**config.mk**
```make
export PLATFORM = sky130hd
export DESIGN_NAME = serial2parallel
export DESIGN_NICKNAME = d
export VERILOG_FILES = /design/src/rtl/serial2parallel.sv
export SDC_FILE = /design/constraint.sdc
export NUM_CORES = 1
export LEC_CHECK = 0
export CAP_MARGIN = 20
export CORE_MARGIN = 5
export CORE_UTILIZATION = 50
export CTS_CLUSTER_SIZE = 28
export DETAILED_ROUTE_END_ITERATION = 8
export DONT_BUFFER_PORTS = 1
export PLACE_DENSITY = 0.73
export SLEW_MARGIN = 10
export SYNTH_ARGS = -nofsm -noshare
export SYNTH_HDL_FRONTEND = slang
export SYNTH_SLANG_ARGS = --single-unit
```
**constraint.sdc**
```tcl
create_clock -name clk -period 2.32 [get_ports clk]
set_input_delay 0.696 -clock clk [delete_from_list [all_inputs] [get_ports clk]]
set_output_delay 0.696 -clock clk [all_outputs]
set_load 0.01 [all_outputs]
```
**src/rtl/serial2parallel.sv**
```systemverilog
// Serial-to-parallel receiver: synchronises s_clk/s_clr/s_dat into the clk
// domain, assembles one DATA_BITS word per s_clr-delimited frame and presents
// it on a valid/ready output register with a one-cycle overrun pulse.
//
// state  | meaning
// -------+-----------------------------------------------------------
// IDLE   | waiting for s_clr; s_clk rises ignored
// CLEAR  | s_clr held; counter and shift register forced to 0
// RECV   | shifting one bit per synchronised s_clk rise
// COMMIT | word complete; load data/valid on this cycle, then IDLE
module serial2parallel #(
  parameter int DATA_BITS   = 32,
  parameter bit CODE_ENDIAN = 1'b0,
  parameter int SYNC_STAGES = 2
) (
  input  logic                 clk,
  input  logic                 rst_n,
  input  logic                 s_clk,
  input  logic                 s_clr,
  input  logic                 s_dat,
  output logic [DATA_BITS-1:0] data,
  output logic                 valid,
  input  logic                 ready,
  output logic                 busy,
  output logic                 overrun
);

  localparam int CNT_W = $clog2(DATA_BITS);
  localparam logic [CNT_W-1:0] LAST_BIT = CNT_W'(DATA_BITS - 1);

  typedef enum logic [1:0] {
    IDLE   = 2'd0,
    CLEAR  = 2'd1,
    RECV   = 2'd2,
    COMMIT = 2'd3
  } state_e;

  state_e                 state_q;
  logic [SYNC_STAGES-1:0] s_clk_sync_q;
  logic [SYNC_STAGES-1:0] s_clr_sync_q;
  logic [SYNC_STAGES-1:0] s_dat_sync_q;
  logic                   s_clk_edge_q;
  logic [DATA_BITS-1:0]   shreg_q;
  logic [DATA_BITS-1:0]   shreg_d;
  logic [CNT_W-1:0]       cnt_q;
  logic [DATA_BITS-1:0]   data_q;
  logic                   valid_q;
  logic                   busy_q;
  logic                   overrun_q;

  logic s_clk_s;
  logic s_clr_s;
  logic s_dat_s;
  logic rise_d;

  assign s_clk_s = s_clk_sync_q[SYNC_STAGES-1];
  assign s_clr_s = s_clr_sync_q[SYNC_STAGES-1];
  assign s_dat_s = s_dat_sync_q[SYNC_STAGES-1];
  assign rise_d  = s_clk_s & ~s_clk_edge_q;

  // Equal-depth synchronisers keep the three lines aligned to each other.
  always_ff @(posedge clk or negedge rst_n) begin
    if (!rst_n) begin
      s_clk_sync_q <= '0;
      s_clr_sync_q <= '0;
      s_dat_sync_q <= '0;
      s_clk_edge_q <= 1'b0;
    end else begin
      s_clk_sync_q <= {s_clk_sync_q[SYNC_STAGES-2:0], s_clk};
      s_clr_sync_q <= {s_clr_sync_q[SYNC_STAGES-2:0], s_clr};
      s_dat_sync_q <= {s_dat_sync_q[SYNC_STAGES-2:0], s_dat};
      s_clk_edge_q <= s_clk_s;
    end
  end

  // Next shift-register value for one received bit, in the selected bit order.
  always_comb begin
    shreg_d = shreg_q;
    if (CODE_ENDIAN == 1'b0) begin
      shreg_d = {s_dat_s, shreg_q[DATA_BITS-1:1]};
    end else begin
      shreg_d = {shreg_q[DATA_BITS-2:0], s_dat_s};
    end
  end

  // Frame FSM with registered data/valid/busy/overrun outputs.
  always_ff @(posedge clk or negedge rst_n) begin
    if (!rst_n) begin
      state_q   <= IDLE;
      shreg_q   <= '0;
      cnt_q     <= '0;
      data_q    <= '0;
      valid_q   <= 1'b0;
      busy_q    <= 1'b0;
      overrun_q <= 1'b0;
    end else begin
      busy_q    <= (state_q == CLEAR) || (state_q == RECV);
      overrun_q <= 1'b0;
      // consumption; a commit below takes priority
      if (valid_q && ready) begin
        valid_q <= 1'b0;
      end
      case (state_q)
        IDLE: begin
          if (s_clr_s) begin
            state_q <= CLEAR;
          end
        end
        CLEAR: begin
          cnt_q   <= '0;
          shreg_q <= '0;
          if (!s_clr_s) begin
            state_q <= RECV;
          end
        end
        RECV: begin
          if (s_clr_s) begin
            state_q <= CLEAR;
          end else if (rise_d) begin
            shreg_q <= shreg_d;
            // hold the counter on the last bit so it never wraps in a frame
            if (cnt_q == LAST_BIT) begin
              state_q <= COMMIT;
            end else begin
              cnt_q <= cnt_q + CNT_W'(1);
            end
          end
        end
        COMMIT: begin
          data_q    <= shreg_q;
          valid_q   <= 1'b1;
          overrun_q <= valid_q && !ready;
          state_q   <= IDLE;
        end
        default: begin
          state_q <= IDLE;
        end
      endcase
    end
  end

  assign data    = data_q;
  assign valid   = valid_q;
  assign busy    = busy_q;
  assign overrun = overrun_q;

endmodule

```
# --- Yosys cells after proc, flatten, opt, wreduce, memory -nomap -nowiden ---
# Cells that the tools add are included.
word_totals:
  reg_bits: 81
  wordCells: 51
  out_inout_bits: 35
classes:
  eq_ne: 11
  n_reduce_logical: 10
  muxes: 16
  n_bitwise: 2
  n_addsub: 1
op_table:
  columns: ["operator", "count"]
  rows:
  - ["32-bit 2-to-1 mux", 2]
  - ["32-bit case mux with 2 select lines", 1]
  - ["5-bit 2-to-1 mux", 3]
  - ["2-bit 2-to-1 mux", 5]
  - ["2-bit inequality test (second input constant)", 5]
  - ["5-bit case mux with 2 select lines", 1]
  - ["2-bit case mux with 4 select lines", 1]
  - ["4-bit AND reduction", 2]
  - ["5-bit by 1-bit adder with 5-bit output (second input constant)", 1]
  - ["5-bit == test (second input constant)", 1]
  - ["2-bit == test (second input constant)", 2]
  - ["2-bit nonzero test", 2]
  - ["1-bit 2-to-1 mux", 3]
  - ["3-bit by 2-bit inequality test with 1-bit output (second input constant)", 1]
  - ["3-bit inequality test (second input constant)", 1]
  - ["3-bit AND reduction", 1]
  - ["2-bit by 1-bit == test with 1-bit output (second input constant)", 1]
  - ["1-bit logical AND", 2]
  - ["2-bit zero test", 1]
  - ["1-bit AND", 1]
  - ["1-bit zero test", 1]
  - ["1-bit logical OR", 1]
  - ["1-bit inverter", 1]

# --- Longest topological paths before layout ---
depth:
  word_depth: 5
  depth_mapped: 7
  mapped_depth_nobuf: 6

# --- Least setup slack after synthesis ---
# Ideal clock, no wire load.
synth_timing:
  path_kind: "reg2reg"
  startpoint: "register cnt_q[0]"
  endpoint: "register cnt_q[3]"
  slack_ps: 736
  t_arrival_ps: 1454
  path_stages_with_launch: 7
  path_buffers: 0
  period_less_slack_ps: 1584
  cell_sequence: "dfrtp_1 > ha_1 > and3_1 > ha_1 > and4b_1 > a21o_1 > a31oi_1"
synth_between:
  elab_chain_len: 5
  elab_cells_between_ends: 8
synth_lines:
  columns: ["item", "line_no", "source"]
  rows:
  - ["start, declared", "45", "logic [CNT_W-1:0] cnt_q;"]
  - ["start signal, assigned", "125", "cnt_q <= cnt_q + CNT_W'(1);"]
  - ["5-bit by 1-bit adder with 5-bit output", "125", null]
  - ["5-bit 2-to-1 mux", "122", "if (cnt_q == LAST_BIT) begin"]
  - ["5-bit 2-to-1 mux", "119", "end else if (rise_d) begin"]
  - ["5-bit 2-to-1 mux", "117", "if (s_clr_s) begin"]
  - ["5-bit case mux with 2 select lines", "103", "case (state_q)"]
# Several ways; a longest one is shown, not always the timed one. The select of a mux whose other input is x is not followed.
# A chain may end at the register's enable or synchronous reset.

# --- Final worst setup path ---
layout_timing:
  startpoint: "register state_q[0]"
  endpoint: "register shreg_q[25]"
layout_between:
  elab_chain_len: 3
  elab_cells_between_ends: 7
layout_lines:
  columns: ["item", "line_no", "source"]
  rows:
  - ["start, declared", "38", "state_e state_q;"]
  - ["start signal, assigned", "89", "state_q <= IDLE;"]
  - ["start signal, assigned", "106", "state_q <= CLEAR;"]
  - ["start signal, assigned", "113", "state_q <= RECV;"]
  - ["2-bit == test / 2-bit by 1-bit == test with 1-bit output (equally long branches)", "103", null]
  - ["2-bit inequality test (no source line) / 2-bit nonzero test (equally long branches)", null, null]
  - ["3-bit AND reduction (no source line)", null, null]
  - ["end signal, assigned", "120", "shreg_q <= shreg_d;"]
  - ["end, declared", "43", "logic [DATA_BITS-1:0] shreg_q;"]
# Several ways; a longest one is shown, not always the timed one.

==> out/results.txt <==
Die Span Y: 89.2 µm
Switching fraction of total power: 27.2%
Comb pwr share: 14.7%
Post-synthesis cell count: 202
ANT cells: 0
Post-synthesis compound-gate area fraction: 13.9%
CTS max path bufs: 2
P&R area growth vs syn: 7.26%
Worst-Margin Slew: 0.784 ns
Reg2reg start: state_q[0]
Number of antenna violations at the first check in global routing: 0
Vias in the first global route: 1754
Post-synth top area share: 64.6%
Clock group share of total power: 35.8%
Slew Limit Headroom: 47.6%
Via count: 1606
CP bufs+invs: 1
Maximum clock frequency: 495 MHz
Largest family of logic cells by synthesized area: compound AO/OA/AOI/OAI gates
Final setup violating endpoints: 0
H-tree depth: 3
TNS Setup: 0 ns
RD Place Congestion: 0.757
Post-CTS Resized: 0
Placement Rows: 28
Worst Setup Start Kind: flop
Total global-route track usage: 14.3%
Clk_skew: 0.0114 ns
Flop2flop setup slack: 0.30 ns
Starting density of the core: 52.1%
Critical path startpoint: state_q[0]
Sink Count: 81
Syn Std Cell Area: 0.00314 mm²
Power Total: 3090 µW
# hold bufs at CTS: 0
Sw Pwr: 842 µW
Pwr Density: 919 mW/mm²
RSZ-0062 raised after global routing: false
Clock transition at path regs: 0.08 ns
Worst Path Max Fanout: 32
Routed WL: 4930 µm
Synth Area in Adders: 2.39%
Dpl hpwl: 3110 µm
Most common cell after layout, fill and taps aside: dfrtp_1
Max-slew violations: 0
Mapped Nets: 214
Worst EP arrival: 2.29 ns
Mux share of post-synthesis cell area: 11.8%
Total grt overflow: 0
First-pass iteration count of the detailed router: 4
Simple-Gate Fraction of Synth Area: 3.03%
Residual DRC: 0
Crit Path Class: reg2reg
CP Data Required Time: 2.60 ns
Xor and xnor fraction of the mapped netlist area: 0%
Core area: 0.00603 mm²
Max Cap Violations: 0
Post-synth top area cell: dfrtp_1
Number of port buffers: 0
Later-pin clock latency in the skew report: 0.34 ns
First-pass GRT wire length: 8670 µm
Routed length per instance: 17.3 µm
Internal: 2250 µW
Layout fillers: 481
CP max-delay cell: a21oi_4
Post-synthesis average cell area: 15.5 µm²
Layout Nets: 217
CP delay by family, top: compound AO/OA/AOI/OAI gates
Routed vias/inst: 5.64
Crit-path cells: inv_1 > ha_1 > and4bb_4 > a21oi_4 > a22o_1
CTS Buf Count: 9
Max VDD drop: 0.000627 V
Die span in x: 89.2 µm
Antenna viol nets, final: 0
Post CTS Setup Buffer Count: 0
IO Pins: 41
DRT iter0 DRCs: 122
Fin. Hold Viols: 0
Number of synthesized register bits: 81
Root buffer cell: clkbuf_8
Post-synthesis sequential area ratio: 64.6%
Ys Warns: 0
Dominant cells by area after synthesis: dfrtp_1 65%, mux2_2 12%, a22o_1 8.9%
Worst Hold Class: in2async
Slowest stage delay, CP: 0.63 ns
Min Tclk post-route: 2.02 ns
Status: finished, final reports clean
Largest net degree at the start of global routing: 82
Netlist cell types: 28
Sequential share of power: 49.6%
Total die area: 0.00796 mm²
Crit share post-route: 87.0%
Layout cells sized above 1: 26.7%
Commonest non-fill, non-tap cells in the layout: 81 x dfrtp_1, 33 x mux2_2, 32 x a22o_1
Leak: 0.00166 µW
CTS tree: yes
CP Capture Type: flop
## layout make-up
cell class                      instances  area [µm²]  share of cell area (%)
Clock buffer                            9         124                    3.68
Clock inverter                          7        92.6                    2.75
Inverter                                7        26.3                   0.781
Multi-Input combinational cell        103         978                    29.1
Sequential cell                        81        2030                    60.2
Tap cell                               75        93.8                    2.79
Timing Repair Buffer                    3        22.5                   0.669
## cell usage after synthesis (all sizes together)
cell / number
dfrtp: 81
mux2: 33
a22o: 32
buf: 10
inv: 7
ha: 6
o211ai: 4
o21ai: 4
nand2b: 3
a21o: 2
a21oi: 2
a31oi: 2
and3: 2
nor2b: 2
o21bai: 2
a2111oi: 1
a211o: 1
a211oi: 1
and4b: 1
and4bb: 1
clkbuf: 1
nand3b: 1
nand4: 1
nand4bb: 1
o21a: 1
## power by group through the flow
| stage | logic [µW] | clock network, µW | registers (µW) |
|---|---|---|---|
| global placement | 449 | 0 | 1560 |
| finish | 454 | 1110 | 1530 |
| CTS | 459 | 1130 | 1530 |
| detailed placement | 457 | 0 | 1560 |
| floorplan | 440 | 0 | 1540 |
| global route | 512 | 1200 | 1540 |
## routing by layer
metal	vias to the layer above	wire [µm]	track usage, %
met5	-	0	0
li1	746	-	-
met4	0	74	5.28
met2	29	2180	19.5
met1	823	2380	20.5
met3	8	297	5.71
## metrics by stage
step                      hold WS, ns  setup WS, ns  cell area, µm²  cells  util [%]
after floorplan                 0.331         0.736            3140    202         -
after global placement          0.335         0.339            3150    269      52.2
after detailed placement        0.336         0.310            3150    269      52.2
after CTS                      0.0215         0.295            3360    285      55.8
after global routing           0.0132         0.113            3360    285      55.8
final                          0.0456         0.301            3360    285      55.8
## flip-flops by register name, indices dropped and copies added, names as in the netlist
signal        flops
busy              1
cnt_q             5
data             32
overrun           1
s_clk_edge_q      1
s_clk_sync_q      2
s_clr_sync_q      2
s_dat_sync_q      2
shreg_q          32
state_q           2
valid             1
## worst reg2reg max path, cell delays in order, from the launching register on
cell and delay [ns]:
dfrtp_1 0.39, inv_1 0.11, ha_1 0.28, and4bb_4 0.31
a21oi_4 0.63, a22o_1 0.24
## path summary, 6_finish.rpt
check                                  end  depth (start not counted)
max                            shreg_q[25]                          5
min                               data[24]                          0
max reg2reg                    shreg_q[25]                          5
min reg2reg                s_clr_sync_q[1]                          0
max in group asynchronous      shreg_q[18]                          0
min in group clk           s_clr_sync_q[1]                          0
## cells by family after synthesis
family,count (synthesis)
AND/OR/NAND/NOR,12
multiplexers,33
flip-flops,81
adder cells (fa/ha/maj),6
buffers and inverters,18
AO/OA/AOI/OAI,52
No activity file was read; power rests on OpenSTA's default activity.
